<file path="src/rtl/control_contador_pkg.sv">
// control_contador_pkg
//   Shared definitions for the round counter controller: FSM state
//   enumeration, default counter width and the round-count convention
//   (a programmed round count of 0 stands for the full 2^ANCHO rounds).
package control_contador_pkg;

  localparam int ANCHO_DEF = 4;

  // Programmed round count that is interpreted as 2^ANCHO rounds.
  localparam int RONDAS_CERO = 0;

  typedef enum logic [2:0] {
    IDLE,
    CARGA,
    CUENTA,
    PAUSA,
    FIN
  } estado_t;

  // Effective number of rounds for a programmed value.
  function automatic int rondas_totales(input int rondas, input int ancho);
    return (rondas == RONDAS_CERO) ? (1 << ancho) : rondas;
  endfunction

endpackage

</file>
<file path="src/rtl/control_contador_contador_rst.sv">
// contador_rst
//   ANCHO-bit up-counter with asynchronous active-low reset, synchronous
//   clear and increment enable. Clear has priority over increment.
// Ports:
//   clk   - clock
//   rst_n - asynchronous active-low reset
//   clr   - synchronous clear to 0
//   en    - increment by one (wraps modulo 2^ANCHO)
//   q     - counter value
module contador_rst
  import control_contador_pkg::*;
#(
  parameter int ANCHO = ANCHO_DEF
) (
  input  logic             clk,
  input  logic             rst_n,
  input  logic             clr,
  input  logic             en,
  output logic [ANCHO-1:0] q
);

  always_ff @(posedge clk or negedge rst_n) begin
    if (!rst_n) begin
      q <= '0;
    end else if (clr) begin
      q <= '0;
    end else if (en) begin
      q <= q + ANCHO'(1);
    end
  end

endmodule

</file>
<file path="src/rtl/control_contador.sv">
// control_contador
//   Round counter controller. On start, latches a terminal value (limite)
//   and a round count (rondas), then counts 0..limite repeatedly, once per
//   round, until the programmed number of rounds completes. Supports pause
//   and abort. All outputs are registered.
// Ports:
//   clk     - clock
//   rst_n   - asynchronous active-low reset
//   start   - run request, sampled only in IDLE
//   stop    - abort a run in progress (priority over everything else)
//   pausa   - freeze counting while high
//   limite  - terminal value of each round (latched at start)
//   rondas  - number of rounds, 0 = 2^ANCHO (latched at start)
//   salida  - current counter value
//   vueltas - completed rounds (modulo 2^ANCHO)
//   busy    - high in every state except IDLE
//   tc      - high during each CUENTA cycle where salida equals limite
//   done    - one-cycle pulse in FIN (normal completion)
//   abort   - one-cycle pulse in IDLE after a stop
module control_contador
  import control_contador_pkg::*;
#(
  parameter int ANCHO = ANCHO_DEF
) (
  input  logic             clk,
  input  logic             rst_n,
  input  logic             start,
  input  logic             stop,
  input  logic             pausa,
  input  logic [ANCHO-1:0] limite,
  input  logic [ANCHO-1:0] rondas,
  output logic [ANCHO-1:0] salida,
  output logic [ANCHO-1:0] vueltas,
  output logic             busy,
  output logic             tc,
  output logic             done,
  output logic             abort
);

  estado_t          state, state_next;
  logic [ANCHO-1:0] lim_reg, ron_reg, lim_next, ron_next;
  logic [ANCHO-1:0] sal_next;
  logic             sal_clr, sal_en, vue_clr, vue_en;
  logic             busy_next, tc_next, done_next, abort_next;
  logic             fin_ronda, ultima, abortar;

  assign fin_ronda = (salida == lim_reg);
  // The wrap in progress completes the last round when vueltas+1 reaches
  // the effective round count (computed in int so 2^ANCHO is representable).
  assign ultima    = ((int'(vueltas) + 1) == rondas_totales(int'(ron_reg), ANCHO));
  assign abortar   = stop && (state == CARGA || state == CUENTA || state == PAUSA);

  // State and registered outputs
  always_ff @(posedge clk or negedge rst_n) begin
    if (!rst_n) begin
      state   <= IDLE;
      lim_reg <= '0;
      ron_reg <= '0;
      busy    <= 1'b0;
      tc      <= 1'b0;
      done    <= 1'b0;
      abort   <= 1'b0;
    end else begin
      state   <= state_next;
      lim_reg <= lim_next;
      ron_reg <= ron_next;
      busy    <= busy_next;
      tc      <= tc_next;
      done    <= done_next;
      abort   <= abort_next;
    end
  end

  // Next-state logic
  always_comb begin
    state_next = state;
    case (state)
      IDLE:   if (start && !stop) state_next = CARGA;
      CARGA:  state_next = stop ? IDLE : CUENTA;
      CUENTA: begin
        if (stop)                       state_next = IDLE;
        else if (pausa)                 state_next = PAUSA;
        else if (fin_ronda && ultima)   state_next = FIN;
      end
      PAUSA: begin
        if (stop)        state_next = IDLE;
        else if (!pausa) state_next = CUENTA;
      end
      FIN:     state_next = IDLE;
      default: state_next = IDLE;
    endcase
  end

  // Datapath controls and next values of the registered outputs
  always_comb begin
    lim_next   = lim_reg;
    ron_next   = ron_reg;
    sal_clr    = 1'b0;
    sal_en     = 1'b0;
    vue_clr    = 1'b0;
    vue_en     = 1'b0;
    abort_next = 1'b0;
    if (state == IDLE && start && !stop) begin
      lim_next = limite;
      ron_next = rondas;
      sal_clr  = 1'b1;
      vue_clr  = 1'b1;
    end else if (abortar) begin
      sal_clr    = 1'b1;
      abort_next = 1'b1;
    end else if (state == CUENTA && !pausa) begin
      if (fin_ronda) begin
        sal_clr = 1'b1;
        vue_en  = 1'b1;
      end else begin
        sal_en = 1'b1;
      end
    end
    // Mirror of the counter's next value so tc can be registered and still
    // line up with the cycle in which salida equals the limit.
    sal_next  = sal_clr ? '0 : (sal_en ? salida + ANCHO'(1) : salida);
    busy_next = (state_next != IDLE);
    done_next = (state_next == FIN);
    tc_next   = (state_next == CUENTA) && (sal_next == lim_next);
  end

  contador_rst #(.ANCHO(ANCHO)) u_salida (
    .clk   (clk),
    .rst_n (rst_n),
    .clr   (sal_clr),
    .en    (sal_en),
    .q     (salida)
  );

  contador_rst #(.ANCHO(ANCHO)) u_vueltas (
    .clk   (clk),
    .rst_n (rst_n),
    .clr   (vue_clr),
    .en    (vue_en),
    .q     (vueltas)
  );

endmodule

</file>
<file path="config.mk">
export PLATFORM = sky130hd
export DESIGN_NAME = control_contador
export DESIGN_NICKNAME = d
export VERILOG_FILES = /design/src/rtl/control_contador_pkg.sv /design/src/rtl/control_contador_contador_rst.sv /design/src/rtl/control_contador.sv
export SDC_FILE = /design/constraint.sdc
export NUM_CORES = 1
export LEC_CHECK = 0
export CORE_ASPECT_RATIO = 1.25
export CORE_MARGIN = 5
export CORE_UTILIZATION = 45
export CTS_BUF_LIST = sky130_fd_sc_hd__clkbuf_8
export CTS_CLUSTER_SIZE = 10
export DETAILED_ROUTE_END_ITERATION = 10
export PLACE_DENSITY_LB_ADDON = 0.15
export SETUP_SLACK_MARGIN = 0.5
export SLEW_MARGIN = 25
export SYNTH_ARGS = -nofsm -noshare
export SYNTH_HDL_FRONTEND = slang
export SYNTH_SLANG_ARGS = --single-unit
</file>
<file path="constraint.sdc">
create_clock -name clk -period 1.92 [get_ports clk]
set_input_delay 0.192 -clock clk [delete_from_list [all_inputs] [get_ports clk]]
set_output_delay 0.192 -clock clk [all_outputs]
set_load 0.005 [all_outputs]
</file>
# After elaboration in Yosys (flattened, before gate mapping)
# Index checks and enable logic that the tools add are counted.
# classes
addsub	3
n_eq_ne	8
muxes	27
reduce_logical	15
# op_table
operator	count
4-bit 2-to-1 mux	5
3-bit 2-to-1 mux	6
1-bit 2-to-1 mux	13
3-bit case mux with 4 select lines	1
3-bit by 2-bit == test with 1-bit output (second input constant)	3
4-bit by 1-bit adder with 4-bit output (second input constant)	2
4-bit == test	2
1-bit logical AND	7
4-bit by 1-bit adder with 5-bit output (second input constant)	1
5-bit == test	1
5-bit 2-to-1 mux	1
4-bit logical NOT	1
3-bit by 1-bit == test with 1-bit output (second input constant)	1
3-bit == test (second input constant)	1
3-bit logical NOT	1
3-bit nonzero test	1
1-bit logical NOT	2
1-bit logical OR	2
2-bit 2-to-1 mux	1
2-bit nonzero test	1
# totals
reg_bits	23
input_bits	13

# Longest topological paths before layout
# Gate-level depths: netlist of run 1.
# logic_depth
ltp_word	10
depth_mapped	7

# Cells and area by module
# A second synthesis of run 1 with hierarchy kept.
# unflattened
cells_unflattened	126
area_unflattened_um2	1342.5
# modules_own_cells
mod	n_inst	cells_per_inst	area_per_inst_um2	seq_area_each_um2
control_contador	1	94	957.2	375.4
contador_rst	2	16	192.7	100.1

# Worst setup path before layout of run 1
# OpenSTA, ideal clock, no wires.
# synth_timing
path_type	register to register
start	register state[1]
end	register tc
setup_ns	0.132
arrival_ns	1.779
required_ns	1.788
setup_slack_ns	0.009
stages_incl_launch_ff	7
n_path_buf	0
synth_period_minus_slack_ns	1.911
cell_sequence	dfrtp_1 or3b_1 nor2_4 mux2_2 and3_1 o21ai_0 a211oi_2
# synth_via
word_cells_on_any_way	29
classes_between	eq/ne: 5; mux: 16; reduce/logical: 8
# synth_rtl
element	line	text
from (decl)	control_contador.sv:40	estado_t state, state_next;
from (signal assigned)	control_contador.sv:64	state <= state_next;
3-bit logical NOT	control_contador.sv:103	if (state == IDLE && start && !stop) begin
1-bit logical AND (2 in series)	control_contador.sv:103	
4-bit 2-to-1 mux	control_contador.sv:103	
via lim_next[1]	control_contador.sv:41	logic [ANCHO-1:0] lim_reg, ron_reg, lim_next, ron_next;
4-bit == test	control_contador.sv:124	tc_next = (state_next == CUENTA) && (sal_next == lim_next);
1-bit logical AND	control_contador.sv:124	
via tc_next	control_contador.sv:44	logic busy_next, tc_next, done_next, abort_next;
to (signal assigned)	control_contador.sv:68	tc <= tc_next;
to (decl)	control_contador.sv:35	output logic tc,
# The timed path passes the listed nets, and every way through them passes these cells.
# A chain may end at the register's enable or synchronous reset.

# Worst setup path in the final report of run 1
# layout_timing
start	register state[2]
end	register tc
# layout_via
elab_chain_cells	10
word_cells_on_any_way	29
classes_between	eq/ne: 5; mux: 16; reduce/logical: 8
# layout_rtl
element	line	text
3-bit by 1-bit == test with 1-bit output or 3-bit by 2-bit == test with 1-bit output (tied branches)	control_contador.sv:51, control_contador.sv:77, control_contador.sv:111	
1-bit logical OR (2 in series)	control_contador.sv:51	assign abortar = stop && (state == CARGA || state == CUENTA || state == PAUSA);
1-bit logical AND	control_contador.sv:51	
1-bit 2-to-1 mux	control_contador.sv:108	end else if (abortar) begin
1-bit 2-to-1 mux	control_contador.sv:103	
4-bit 2-to-1 mux (2 in series)	control_contador.sv:121	sal_next = sal_clr ? '0 : (sal_en ? salida + ANCHO'(1) : salida);
4-bit == test	control_contador.sv:124	
1-bit logical AND (*)	control_contador.sv:124	
via tc_next	control_contador.sv:44	
# Mark *: on every way through the listed nets, which the timed path passes. The rest lies on a longest branch.

==> results of run 1 <==
[layout make-up]
| cell class | count | area share (%) |
|---|---|---|
| inverters | 3 | 0.453 |
| repair buffers | 80 | 28.8 |
| flip-flops and latches | 23 | 23.3 |
| clock buffers | 3 | 1.66 |
| clock inverters | 1 | 0.151 |
| multi-input cells | 116 | 43.8 |
| well taps | 36 | 1.81 |
[Yosys cell counts, types with 2 or more instances]
cell type  count
nor2_1         2
and2_1         4
xor2_1         2
dfrtp_1       23
o21ai_0        8
a211oi_1       5
nand2_1       24
and3_1         2
and2_2         2
mux2i_1        2
a21oi_1        6
or4b_1         2
ha_1           2
or3_1          3
a211oi_2       2
a31oi_1        2
mux2_2         2
nor3b_1        2
a21boi_0       2
xnor2_1        7
inv_1          3
nand3_1        7
[critical path, stage by stage (launching register included)]
cell,delay (ns)
dfrtp_1,0.44
or4b_1,0.56
buf_6,0.17
a21oi_1,0.15
a22o_1,0.22
and3_1,0.19
o21ai_1,0.08
a211oi_2,0.16
[logic make-up (layout without fill, tap and decap cells)]
| logic type | after synthesis | after routing | share of synthesized area (%) |
|---|---|---|---|
| adders and majority gates | 2 | 2 | 1.80 |
| and+or+nand+nor | 62 | 62 | 26.0 |
| xor gates and xnor gates | 9 | 9 | 5.67 |
| AOI/OAI and AO/OA | 39 | 39 | 20.2 |
| buffers and inverters | 5 | 87 | 1.89 |
| DFF | 23 | 23 | 41.4 |
| muxes | 4 | 4 | 3.06 |
[what timing repair did]
item                       in CTS  in global routing
pin swaps                      14                  5
setup endpoints to repair      29                 25
buffers inserted               13                  7
resized for setup              44                 38
[where the power goes]
| group | leakage [nW] | internal, W | total, W | switching [W] |
|---|---|---|---|---|
| Clock | 0.0269 | 0.000143 | 0.000300 | 0.000157 |
| Sequential | 0.297 | 0.000542 | 0.000622 | 0.0000804 |
| Combinational | 0.805 | 0.000413 | 0.000758 | 0.000346 |
| Total | 1.13 | 0.00110 | 0.00168 | 0.000583 |
[how the worst max path moves through the flow]
stage	start	end	depth (start not counted)
floorplan	state[1]	tc	6
global placement	pausa	tc	8
global route	state[2]	tc	7
CTS	state[0]	tc	7
detailed placement	start	tc	7
finish	state[2]	tc	7
[per-stage QoR]
step,instances,setup TNS (ns),hold slack [ns],utilization (%)
6_report,262,-0.145,0.274,84.5
5_1_grt,262,-0.260,0.293,84.5
4_1_cts,255,0,0.284,77.7
3_5_place_dp,238,-0.340,0.514,68.8
3_3_place_gp,238,-0.290,0.504,68.8
2_1_floorplan,144,0,-0.104,-
[layer usage]
layer / vias up / routed length [um] / GRT usage [%]
met3: 10 / 240 / 3.38
met4: 0 / 132 / 9.61
li1: 702 / - / -
met2: 59 / 2660 / 38.7
met5: - / 0 / 0
met1: 751 / 1870 / 23.2
==> out/results.txt, run 1 <==
status -> complete, but fails checks
failing checks -> negative setup slack
DP Area -> 2030 um^2
warnings from Yosys -> 0
Worst R2R Start -> state[2]
crit path DAT -> 2.22 ns
drt first pass iters -> 4
PD cells -> 676 nW/um^2
clock latency on the worst-skew pair -> 0.26 ns
Syn Std Cell Area -> 1390 um^2
Synth Flop Type -> dfrtp_1
worst vdd ir -> 0.527 mV
Power Total -> 0.00168 W
synthesis-stage register bit count -> 23
CP endpoint kind -> flip-flop
most frequent cells in the layout -> buf_4, dfrtp_1, nand2_1, clkdlybuf4s50_1, buf_6
Max Freq -> 490 MHz
vias per cell -> 5.81
Setup CP Type -> flip-flop to flip-flop
clock skew -> 0.00336 ns
sequential area share after synthesis -> 41.4%
most common cell after layout, fill and taps aside -> buf_4
final antenna-violating net count -> 0
core area -> 2950 um^2
IO Port Bufs -> 24
syn avg cell area -> 9.65 um^2
Clock Tree Buf Depth -> 2
# clock sinks -> 23
max_slew headroom -> 78.6%
Startpoint Class -> flip-flop
pre-CTS setup slack -> -0.261 ns
grt total ovfl -> 0
Post-Syn Instances -> 144
ranking of synthesized cells by area -> dfrtp_1, nand2_1, xnor2_1
area of the multi-input gates -> 1090 um^2
Post-CTS Hold Fix Bufs -> 0
layout cell share with drive strength beyond 1 -> 55.3%
routed vias -> 1522
worst reg2reg setup slack -> -0.12 ns
r2r worst-path depth -> 7
Die Ht -> 72.1 um
area leader, netlist -> dfrtp_1
final worst slack -> -0.121 ns
Register Area -> 581 um^2
die width -> 59.7 um
# DRC -> 0
Root Driver -> clkbuf_8
top-area cell type share of the netlist area -> 41.4%
LEAKAGE -> 1.13 nW
CTS tree -> done
Antenna diodes -> 0
Post-Synthesis Net Count -> 159
crit-path max FO -> 6
num ports -> 25
first-pass GRT wire length -> 6.98 mm
Hold Violations, Final -> 0
number of global-route vias before repair -> 1545
Final Setup Violations -> 2
Finished Cell Area -> 2490 um^2
HP Class -> input port to asynchronous set/reset pin
die area -> 4310 um^2
MaxCap Viol Count -> 0
largest net degree at the start of global routing -> 24
Max Slew Vio Count -> 0
Fillers -> 163
Placer Congestion -> 0.932
Detail Placement HPWL -> 3.03 mm
Cell variety after synth -> 52
drt initial violations -> 55
CP required -> 2.10 ns
Rows -> 22
area grow syn2layout -> 78.9%
unrepaired setup endpoints after global routing -> yes
drt wl/cell -> 18.7 um
antenna violations before repair -> 0
R2R Path End -> tc
final net count -> 242
Final Cycle Share -> 106%
initial core utilization -> 47.2%
worst-margin pin slew -> 0.317 ns
htree depth -> 1
WL final -> 4.91 mm
CTS buffer count -> 3
EDFF count, synth -> 0
Worst-path clk slew -> 0.08 ns
GRT Overall Usage -> 21.2%
min Tclk post-route -> 2.04 ns
Async SR Flop Fraction -> 100%
Note: power is estimated with default switching activity, not from simulation.
==> run 2: changes to the inputs <==
--- a/config.mk
+++ b/config.mk
@@ -5,14 +5,13 @@
 export SDC_FILE = /design/constraint.sdc
 export NUM_CORES = 1
 export LEC_CHECK = 0
-export CORE_ASPECT_RATIO = 1.25
 export CORE_MARGIN = 5
 export CORE_UTILIZATION = 45
 export CTS_BUF_LIST = sky130_fd_sc_hd__clkbuf_8
 export CTS_CLUSTER_SIZE = 10
 export DETAILED_ROUTE_END_ITERATION = 10
-export PLACE_DENSITY_LB_ADDON = 0.15
-export SETUP_SLACK_MARGIN = 0.5
+export PLACE_DENSITY_LB_ADDON = 0.05
+export SETUP_SLACK_MARGIN = 0.4
 export SLEW_MARGIN = 25
 export SYNTH_ARGS = -nofsm -noshare
 export SYNTH_HDL_FRONTEND = slang
==> out/results.txt, run 2 (synthesized netlist as in run 1, its figures left out) <==
final worst slack -> -0.0640 ns (was -0.121 ns)
Post-CTS Hold Fix Bufs -> 0 (unchanged)
Final Setup Violations -> 2 (unchanged)
R2R Path End -> tc (unchanged)
worst vdd ir -> 0.583 mV (was 0.527 mV)
Clock Tree Buf Depth -> 2 (unchanged)
first-pass GRT wire length -> 6.97 mm (was 6.98 mm)
WL final -> 4.50 mm (was 4.91 mm)
worst-margin pin slew -> 0.377 ns (was 0.317 ns)
LEAKAGE -> 1.11 nW (was 1.13 nW)
unrepaired setup endpoints after global routing -> yes (unchanged)
Int Power -> 0.00108 W (was 0.00110 W)
die width -> 65.6 um (was 59.7 um)
final core occ -> 79.9% (was 84.5%)
worst reg2reg setup slack -> -0.06 ns (was -0.12 ns)
DP Area -> 2010 um^2 (was 2030 um^2)
area grow syn2layout -> 72.5% (was 78.9%)
switching share of power -> 33.7% (was 34.7%)
max_slew headroom -> 74.6% (was 78.6%)
Max Slew Vio Count -> 0 (unchanged)
Rows -> 20 (was 22)
Final Cycle Share -> 103% (was 106%)
WHS -> 0.276 ns (was 0.274 ns)
GRT Overall Usage -> 21.1% (was 21.2%)
Worst Setup SP -> lim_reg[2] (was state[2])
Fillers -> 192 (was 163)
HP Class -> input port to asynchronous set/reset pin (unchanged)
Startpoint Class -> flip-flop (unchanged)
routed vias -> 1489 (was 1522)
PD cells -> 679 nW/um^2 (was 676 nW/um^2)
core area -> 3000 um^2 (was 2950 um^2)
status -> complete, but fails checks (unchanged)
final net count -> 240 (was 242)
Comb pwr share -> 44.5% (was 45.1%)
min Tclk post-route -> 1.98 ns (was 2.04 ns)
Setup CP Type -> flip-flop to flip-flop (unchanged)
Worst-path clk slew -> 0.08 ns (about the same)
switching power -> 0.000548 W (was 0.000583 W)
# DRC -> 0 (unchanged)
failing checks -> negative setup slack (unchanged)
largest net degree at the start of global routing -> 24 (unchanged)
clock skew -> 0.00142 ns (was 0.00336 ns)
Worst R2R Start -> lim_reg[2] (was state[2])
clock power share -> 18.6% (was 17.9%)
CP endpoint kind -> flip-flop (unchanged)
number of global-route vias before repair -> 1502 (was 1545)
drt initial violations -> 100 (was 55)
initial core utilization -> 46.3% (was 47.2%)
Max Freq -> 504 MHz (was 490 MHz)
MaxCap Viol Count -> 0 (unchanged)
Die Ht -> 65.6 um (was 72.1 um)
num ports -> 25 (unchanged)
# clock sinks -> 23 (unchanged)
crit path DAT -> 2.17 ns (was 2.22 ns)
final antenna-violating net count -> 0 (unchanged)
most frequent cells in the layout -> buf_4, clkdlybuf4s50_1, nand2_1 (was buf_4, dfrtp_1, nand2_1, clkdlybuf4s50_1, buf_6)
layout cell share with drive strength beyond 1 -> 52.2% (was 55.3%)
grt total ovfl -> 0 (unchanged)
Critical Path End -> tc (unchanged)
area of the multi-input gates -> 1030 um^2 (was 1090 um^2)
IO Port Bufs -> 24 (unchanged)
CP required -> 2.11 ns (was 2.10 ns)
Register Area -> 581 um^2 (unchanged)
Antenna diodes -> 0 (unchanged)
Finished Cell Area -> 2400 um^2 (was 2490 um^2)
r2r worst-path depth -> 7 (unchanged)
htree depth -> 1 (unchanged)
Detail Placement HPWL -> 2.82 mm (was 3.03 mm)
CTS buffer count -> 3 (unchanged)
drt first pass iters -> 8 (was 4)
clock latency on the worst-skew pair -> 0.27 ns (was 0.26 ns)
Hold Violations, Final -> 0 (unchanged)
most common cell after layout, fill and taps aside -> buf_4 (unchanged)
Root Driver -> clkbuf_8 (unchanged)
crit-path max FO -> 4 (was 6)
antenna violations before repair -> 0 (unchanged)
vias per cell -> 5.79 (was 5.81)
drt wl/cell -> 17.5 um (was 18.7 um)
Placer Congestion -> 0.844 (was 0.932)
die area -> 4300 um^2 (was 4310 um^2)
CTS tree -> done (unchanged)
Sequential Power Share -> 36.9% (was 37.0%)
run 2: cell types whose count changed in the layout (fill, tap and decap cells not counted), moves of 4 or more:
cell and change:
a211oi_2 +4, xnor2_2 -4, buf_6 -4, nand2_1 +4, nand2_2 -4, a21oi_2 +4, clkdlybuf4s50_1 +5, dlygate4sd2_1 -4
xnor2_1 +4
run 2: per-stage QoR:
| step | TNS (ns) | worst slack [ns] | power (W) | instances |
|---|---|---|---|---|
| after global placement | -0.473 | -0.227 | 0.00112 | 238 |
| after floorplan | 0 | 0.0798 | 0.000882 | 144 |
| after detailed placement | -0.536 | -0.302 | 0.00114 | 238 |
| after CTS | 0 | 0.0000588 | 0.00156 | 247 |
| after global routing | -0.285 | -0.196 | 0.00171 | 257 |
| final | -0.0650 | -0.0640 | 0.00163 | 257 |
run 2: metal layers:
layer,up-vias,part of all wire (%),global-route usage [%]
met3,12,4.6,4.27
met1,718,44,27.1
met5,-,0,0
li1,698,-,-
met4,0,2.3,4.92
met2,61,49,36.2
run 2: layout make-up:
type                    instances  area share [%]
flip-flops and latches         23            24.2
inverters                       3           0.469
repair buffers                 78            29.0
clock inverters                 1           0.156
clock buffers                   3            1.72
well taps                      33            1.72
multi-input cells             116            42.8
run 2: worst max-delay path, cell delays in order, from the launching register on:
cell and delay, ns:
dfrtp_1 0.43, xnor2_1 0.26, and4_4 0.30, o21ai_0 0.17, buf_4 0.18, a211oi_2 0.22
a22oi_2 0.11, a211oi_2 0.22
run 2: what timing repair did:
action,4_1_cts,5_1_grt
setup endpoints to repair,15,24
buffers inserted,5,10
pin swaps,14,17
resized for setup,39,20
run 2: how the worst min path moves through the flow:
stage | from | endpoint | slack, ns | depth (start not counted)
2_1_floorplan | rst_n | abort | -0.10 | 0
3_3_place_gp | ron_reg[2] | ron_reg[2] | 0.51 | 2
3_5_place_dp | ron_reg[2] | ron_reg[2] | 0.53 | 2
4_1_cts | rst_n | abort | 0.29 | 2
5_1_grt | rst_n | abort | 0.32 | 2
6_report | rst_n | abort | 0.28 | 2
run 2: power by group through the flow:
stage	combinational, W	sequential [W]	clock (W)
floorplan	0.000281	0.000601	0
global placement	0.000527	0.000598	0
detailed placement	0.000537	0.000600	0
CTS	0.000658	0.000596	0.000308
global route	0.000776	0.000612	0.000325
finish	0.000725	0.000602	0.000303
